### src/rtl/cpu_alu_pkg.sv
// Shared ALU definitions: CLA group width, CPU data width, ALU opcode and the
// 4-bit carry-lookahead group function used by every pipeline stage.
package cpu_alu_pkg;

  localparam int CLA_GROUP_W = 4;
  localparam int DATA_W      = 12;

  typedef enum logic {
    ADD = 1'b0,
    SUB = 1'b1
  } alu_op_t;

  // One 4-bit carry-lookahead group: returns {carry_out, sum[3:0]}.
  // All four internal carries come from generate/propagate terms, so no
  // carry ripples through the group.
  function automatic logic [4:0] cla4(input logic [3:0] x,
                                      input logic [3:0] y,
                                      input logic       ci);
    logic [3:0] g;
    logic [3:0] p;
    logic [4:0] c;
    g    = x & y;
    p    = x ^ y;
    c[0] = ci;
    c[1] = g[0] | (p[0] & ci);
    c[2] = g[1] | (p[1] & g[0]) | (p[1] & p[0] & ci);
    c[3] = g[2] | (p[2] & g[1]) | (p[2] & p[1] & g[0]) | (p[2] & p[1] & p[0] & ci);
    c[4] = g[3] | (p[3] & g[2]) | (p[3] & p[2] & g[1]) | (p[3] & p[2] & p[1] & g[0])
         | (p[3] & p[2] & p[1] & p[0] & ci);
    return {c[4], p ^ c[3:0]};
  endfunction

endpackage

### src/rtl/cla_pipe_stage.sv
// One register stage of the add/sub pipeline. Stage K resolves G chained
// 4-bit CLA groups covering bits [4G(K+1)-1 : 4GK] using the carry handed
// over by the previous stage. Operands travel with the beat so later stages
// still see their slices, and the partial sum accumulates the low slices
// already resolved (skew matching).
module cla_pipe_stage
  import cpu_alu_pkg::*;
#(
  parameter int N = 16,
  parameter int G = 1,
  parameter int K = 0
) (
  input  logic         clk,
  input  logic         rst_n,
  input  logic         advance_i,
  input  logic         valid_i,
  input  logic         carry_i,
  input  logic [N-1:0] a_i,
  input  logic [N-1:0] b_i,
  input  logic [N-1:0] s_i,
  output logic         valid_o,
  output logic         carry_o,
  output logic [N-1:0] a_o,
  output logic [N-1:0] b_o,
  output logic [N-1:0] s_o
);

  localparam int LO = CLA_GROUP_W * G * K;

  logic         valid_q;
  logic         carry_q;
  logic [N-1:0] a_q;
  logic [N-1:0] b_q;
  logic [N-1:0] s_q;
  logic         carry_d;
  logic [N-1:0] s_d;
  logic [4:0]   grp;

  // Resolve this stage's groups, rippling the carry group to group.
  always_comb begin
    s_d     = s_i;
    carry_d = carry_i;
    grp     = '0;
    for (int g = 0; g < G; g++) begin
      grp = cla4(a_i[LO + CLA_GROUP_W*g +: CLA_GROUP_W],
                 b_i[LO + CLA_GROUP_W*g +: CLA_GROUP_W],
                 carry_d);
      s_d[LO + CLA_GROUP_W*g +: CLA_GROUP_W] = grp[3:0];
      carry_d = grp[4];
    end
  end

  // Stage register: shifts only on the global advance, bubbles included.
  always_ff @(posedge clk or negedge rst_n) begin
    if (!rst_n) begin
      valid_q <= 1'b0;
      carry_q <= 1'b0;
      a_q     <= '0;
      b_q     <= '0;
      s_q     <= '0;
    end else if (advance_i) begin
      valid_q <= valid_i;
      carry_q <= carry_d;
      a_q     <= a_i;
      b_q     <= b_i;
      s_q     <= s_d;
    end
  end

  assign valid_o = valid_q;
  assign carry_o = carry_q;
  assign a_o     = a_q;
  assign b_o     = b_q;
  assign s_o     = s_q;

endmodule

### src/rtl/pipelined_cla_addsub.sv
// Pipelined N-bit add/subtract unit with valid/ready stream interface.
// STAGES copies of cla_pipe_stage pass the carry forward one stage per cycle;
// the whole pipe stalls together when the output beat is not taken.
// Optional macro PIPELINED_CLA_SATURATE_EN: saturate sum on signed overflow
// (cout/ovf stay raw, zero follows the saturated sum).
module pipelined_cla_addsub
  import cpu_alu_pkg::*;
#(
  parameter int N      = 16,
  parameter int STAGES = 4
) (
  input  logic         clk,
  input  logic         rst_n,
  input  logic         in_valid,
  output logic         in_ready,
  input  logic [N-1:0] a,
  input  logic [N-1:0] b,
  input  logic         cin,
  input  logic         sub,
  output logic         out_valid,
  input  logic         out_ready,
  output logic [N-1:0] sum,
  output logic         cout,
  output logic         ovf,
  output logic         zero
);

  localparam int G = N / (CLA_GROUP_W * STAGES);

  if (N % (CLA_GROUP_W * STAGES) != 0) begin : g_bad_width
    $fatal(1, "pipelined_cla_addsub: N must be a multiple of 4*STAGES");
  end

  alu_op_t      op;
  logic         advance;
  logic         v_w     [STAGES+1];
  logic         carry_w [STAGES+1];
  logic [N-1:0] a_w     [STAGES+1];
  logic [N-1:0] b_w     [STAGES+1];
  logic [N-1:0] s_w     [STAGES+1];
  logic [N-1:0] raw_sum;
  logic         msb_cin;

  assign op       = alu_op_t'(sub);
  assign advance  = !out_valid || out_ready;
  assign in_ready = advance;

  // Subtraction is A + ~B + 1; the inversion and forced carry happen once here.
  assign v_w[0]     = in_valid;
  assign carry_w[0] = (op == SUB) ? 1'b1 : cin;
  assign a_w[0]     = a;
  assign b_w[0]     = (op == SUB) ? ~b : b;
  assign s_w[0]     = '0;

  for (genvar k = 0; k < STAGES; k++) begin : g_stage
    cla_pipe_stage #(
      .N (N),
      .G (G),
      .K (k)
    ) u_stage (
      .clk       (clk),
      .rst_n     (rst_n),
      .advance_i (advance),
      .valid_i   (v_w[k]),
      .carry_i   (carry_w[k]),
      .a_i       (a_w[k]),
      .b_i       (b_w[k]),
      .s_i       (s_w[k]),
      .valid_o   (v_w[k+1]),
      .carry_o   (carry_w[k+1]),
      .a_o       (a_w[k+1]),
      .b_o       (b_w[k+1]),
      .s_o       (s_w[k+1])
    );
  end

  assign out_valid = v_w[STAGES];
  assign raw_sum   = s_w[STAGES];
  assign cout      = carry_w[STAGES];

  // Carry into the MSB recovered from the MSB sum bit: s = a ^ b ^ c_in.
  assign msb_cin = a_w[STAGES][N-1] ^ b_w[STAGES][N-1] ^ raw_sum[N-1];
  assign ovf     = msb_cin ^ cout;

`ifdef PIPELINED_CLA_SATURATE_EN
  assign sum = !ovf ? raw_sum
             : (a_w[STAGES][N-1] ? {1'b1, {(N-1){1'b0}}} : {1'b0, {(N-1){1'b1}}});
`else
  assign sum = raw_sum;
`endif

  // Gated by valid so the flag reads 0 out of reset and between beats.
  assign zero = out_valid && (sum == '0);

endmodule
### config.mk
export PLATFORM = sky130hd
export DESIGN_NAME = pipelined_cla_addsub
export DESIGN_NICKNAME = d
export VERILOG_FILES = /design/src/rtl/cpu_alu_pkg.sv /design/src/rtl/cla_pipe_stage.sv /design/src/rtl/pipelined_cla_addsub.sv
export SDC_FILE = /design/constraint.sdc
export NUM_CORES = 1
export LEC_CHECK = 0
export ABC_CLOCK_PERIOD_IN_PS = 1900
export CAP_MARGIN = 20
export CORE_AREA = 8 8 163 134
export DETAILED_ROUTE_END_ITERATION = 10
export DIE_AREA = 0 0 171 142
export PLACE_DENSITY = 0.71
export SETUP_SLACK_MARGIN = 0.3
export SYNTH_ARGS = -nofsm -noshare
export SYNTH_HDL_FRONTEND = slang
export SYNTH_HIERARCHICAL = 1
export SYNTH_SLANG_ARGS = --single-unit
export TNS_END_PERCENT = 30
### constraint.sdc
create_clock -name clk -period 1.9 [get_ports clk]
set_input_delay 0.38 -clock clk [delete_from_list [all_inputs] [get_ports clk]]
set_output_delay 0.38 -clock clk [all_outputs]
set_load 0.02 [all_outputs]
==> results by stage <==
Run status:
- The flow ran to the end, but the final reports show violations.
- The final reports fail on setup timing.

Die:
- The horizontal extent of the die is 171 µm.
- The floorplan step defined a die boundary enclosing 24280 µm².
- The number of ports placed on the die boundary is 59.
- The vertical die dimension is 142 µm.
- The total number of placement rows is 46.
- The initial core utilization is 0.2428.
- The total area inside the core boundary comes to 19340 µm².

GRT:
- Entering global routing, the biggest net connects 99 pins.
- The number of antenna violations at the first check in global routing is 0.
- The number of global-route vias before repair is 3214.
- The global-route usage over all layers is 0.08635.
- The overall overflow remaining after global route is 0.
- The global-route wire length before repair is 16750 µm.

Layout:
- From synthesis to final layout, the design area changed by 32.68%.
- The share of cells above drive strength 1 is 0.3695.
- The final antenna diode count is 0.
- The net count of the finished layout is 505.

Timing:
- The number of endpoints failing setup at the final stage is 1.
- The number of slew-limit violations in the final report came to 0.
- The total negative setup slack is -0.1136 ns.
- The total count of hold-check failures in the final report is 0.
- Dividing the final minimum period by the clock period gives 1.060.
- The maximum achievable frequency is 496.6 MHz.
- In this run the tightest slew margin relative to its limit is 0.6576.
- For the pin with the worst max-slew slack, the measured transition is 0.5136 ns.
- Between clock sinks in the finished design, the worst skew comes to 0.01072 ns.
- After layout, the minimum clock period comes to 2.014 ns.
- After layout, the worst setup slack is -0.1136 ns.
- Setup repair after global routing could not meet its margin everywhere.

Worst setup path:
- In this run the worst path has a maximum fanout of 2.
- STA classifies the critical path startpoint as a register.
- The worst setup path is of the reg2out kind.
- For the worst setup path, the data arrival time is 1.63 ns.
- STA puts the critical path data required time at 1.52 ns.
- The endpoint type of the worst setup path is an output port.

Place:
- The detailed placement HPWL is 7607 µm.
- The routability congestion estimate is 0.7855.
- The number of input and output port buffers inserted is 58.
- The post-placement setup slack is -0.3821 ns.

Drt:
- The detailed router placed 3069 vias in this run.
- The detailed-route wire length per cell is 14.93 µm.
- In the routed design, unresolved DRC markers number 0.
- The number of DRC markers in iteration 0 is 152.
- The number of nets with antenna violations after routing is 0.
- After detailed routing, the total wire length is 10690 µm.
- The detail-routed via count per cell is 4.286.
- The detailed-router iteration count before antenna repair is 4.

Clock tree:
- TritonCTS built the clock tree.
- The clock reaches the later pin of the worst-skew pair after 0.34 ns.
- The clock net in this run drives a total of 98 sinks.
- TritonCTS created 9 clock buffers.
- The number of buffers on the longest clock path is 2.
- The clock tree synthesis step divided the H-tree into 3 levels.
- The CTS clock-pin slew for the worst setup and hold paths is 0.06 ns.
- The root buffer cell is sky130_fd_sc_hd__clkbuf_16.
- After clock tree synthesis, the flow added hold-fix buffers numbering 0.

Run:
- The total of max-cap violations is 0.

Power:
- Summed over all cells, the static leakage comes to 2.742 nW.
- Total power for the finished layout comes to 0.009982 W.
- For this design the ratio of total power to cell area is 1603 nW/µm².
- The maximum ir drop on the vdd rail is 0.5625 mV.

Synthesis:
- The post-synthesis instance total is 359.
- In this run the cell area of the synthesized design comes to 4695 µm².
- Dividing the synthesized area by the synthesized cell count gives 13.08 µm².
- When the netlist entered floorplanning its net count stood at 417.
- For this run, the number of Yosys warnings is 6.

Min path:
- The worst min-delay path category is in2async.
-- path summary, 6_finish.rpt --
| kind | cells after the start | from | to | slack (ns) |
|---|---|---|---|---|
| max in group asynchronous | 2 | rst_n | g_stage[3].u_stage/s_o[15]$_DFFE_PN0P_ | 1.41 |
| min in group clk | 2 | g_stage[0].u_stage/s_o[0]$_DFFE_PN0P_ | g_stage[0].u_stage/s_o[0]$_DFFE_PN0P_ | 0.49 |
| setup reg to reg | 6 | g_stage[3].u_stage/valid_o$_DFFE_PN0P_ | g_stage[0].u_stage/s_o[2]$_DFFE_PN0P_ | 0.31 |
| hold / removal | 2 | rst_n | g_stage[3].u_stage/s_o[11]$_DFFE_PN0P_ | 0.1 |
| setup / recovery | 5 | g_stage[3].u_stage/s_o[9]$_DFFE_PN0P_ | zero | -0.11 |
| hold reg to reg | 2 | g_stage[0].u_stage/s_o[0]$_DFFE_PN0P_ | g_stage[0].u_stage/s_o[0]$_DFFE_PN0P_ | 0.49 |
-- what timing repair did --
action | 4_1_cts | 5_1_grt
resized for setup | 47 | 32
endpoints found under the setup margin | 36 | 67
cloned | 0 | 3
setup buffers | 1 | 1
pin swaps | 3 | 3
-- area by class of cell --
cell class | instances | area, µm²
sequential | 98 | 2454
timing repair buffer | 98 | 959.7
multi-input combinational | 218 | 2091
clock buffer | 10 | 229.0
fill | 1929 | 13110
clock inverter | 6 | 65.06
tap | 264 | 330.3
inverter | 22 | 100.1
-- metrics by stage --
step | hold WS [ns] | cell area [µm²] | util | std cells
global route | 0.1292 | 6228 | 0.3221 | 716
finish | 0.09944 | 6228 | 0.3221 | 716
floorplan | 0.08441 | 4713 | - | 359
CTS | 0.1193 | 6081 | 0.3144 | 712
global placement | 0.4677 | 5776 | 0.2987 | 695
detailed placement | 0.4828 | 5776 | 0.2987 | 695
-- per-layer routing --
| layer | up-vias | part of all wire | global-route usage |
|---|---|---|---|
| li1 | 1451 | - | - |
| met1 | 1531 | 0.47 | 0.1124 |
| met2 | 74 | 0.47 | 0.1356 |
| met3 | 13 | 0.047 | 0.02578 |
| met4 | 0 | 0.012 | 0.02695 |
| met5 | - | 0 | 0 |
-- critical path: stages, from the launching register on --
cell	delay, ns
sky130_fd_sc_hd__dfrtp_1	0.39
sky130_fd_sc_hd__nor4_2	0.27
sky130_fd_sc_hd__buf_4	0.15
sky130_fd_sc_hd__nand4_1	0.11
sky130_fd_sc_hd__nor4_2	0.19
sky130_fd_sc_hd__buf_4	0.19
-- placed cells by master, fill, tap and decap left out, types with 2 or more instances in the layout --
master / n
sky130_fd_sc_hd__nand3_1: 7
sky130_fd_sc_hd__inv_2: 3
sky130_fd_sc_hd__xor2_1: 17
sky130_fd_sc_hd__nor2_1: 3
sky130_fd_sc_hd__clkbuf_2: 2
sky130_fd_sc_hd__o21ai_0: 5
sky130_fd_sc_hd__nor4_2: 3
sky130_fd_sc_hd__ha_1: 15
sky130_fd_sc_hd__nand2_1: 10
sky130_fd_sc_hd__a21oi_1: 7
sky130_fd_sc_hd__or3_1: 3
sky130_fd_sc_hd__o2111ai_1: 5
sky130_fd_sc_hd__a211o_1: 3
sky130_fd_sc_hd__clkbuf_16: 12
sky130_fd_sc_hd__nand4_1: 5
sky130_fd_sc_hd__xnor2_1: 5
sky130_fd_sc_hd__dfrtp_1: 97
sky130_fd_sc_hd__clkdlybuf4s15_1: 9
sky130_fd_sc_hd__and4_1: 2
sky130_fd_sc_hd__fa_1: 3
sky130_fd_sc_hd__clkinv_2: 2
sky130_fd_sc_hd__nor2b_1: 5
sky130_fd_sc_hd__a211oi_1: 2
sky130_fd_sc_hd__clkdlybuf4s50_1: 32
sky130_fd_sc_hd__dlygate4sd2_1: 8
sky130_fd_sc_hd__or4_4: 2
sky130_fd_sc_hd__and3b_1: 3
sky130_fd_sc_hd__a21o_1: 3
sky130_fd_sc_hd__a221oi_2: 2
sky130_fd_sc_hd__buf_6: 6
sky130_fd_sc_hd__mux2_2: 82
sky130_fd_sc_hd__nand2b_1: 3
sky130_fd_sc_hd__buf_4: 34
sky130_fd_sc_hd__nand3b_1: 3
sky130_fd_sc_hd__mux2i_1: 4
sky130_fd_sc_hd__inv_1: 17
sky130_fd_sc_hd__clkinv_4: 2
-- state kept, by name, indices dropped and copies added, names as in the netlist --
signal / cells
g_stage.u_stage/valid_o: 4
g_stage.u_stage/carry_o: 4
g_stage.u_stage/a_o: 25
g_stage.u_stage/b_o: 25
g_stage.u_stage/s_o: 40
-- power breakdown --
group	internal, W	switching [W]	total, W
registers	0.00302	0.000626	0.00365
clock network	0.00102	0.000771	0.00179
logic	0.00242	0.00212	0.00454
total	0.00646	0.00352	0.00998
No activity file was read; power rests on OpenSTA's default activity.
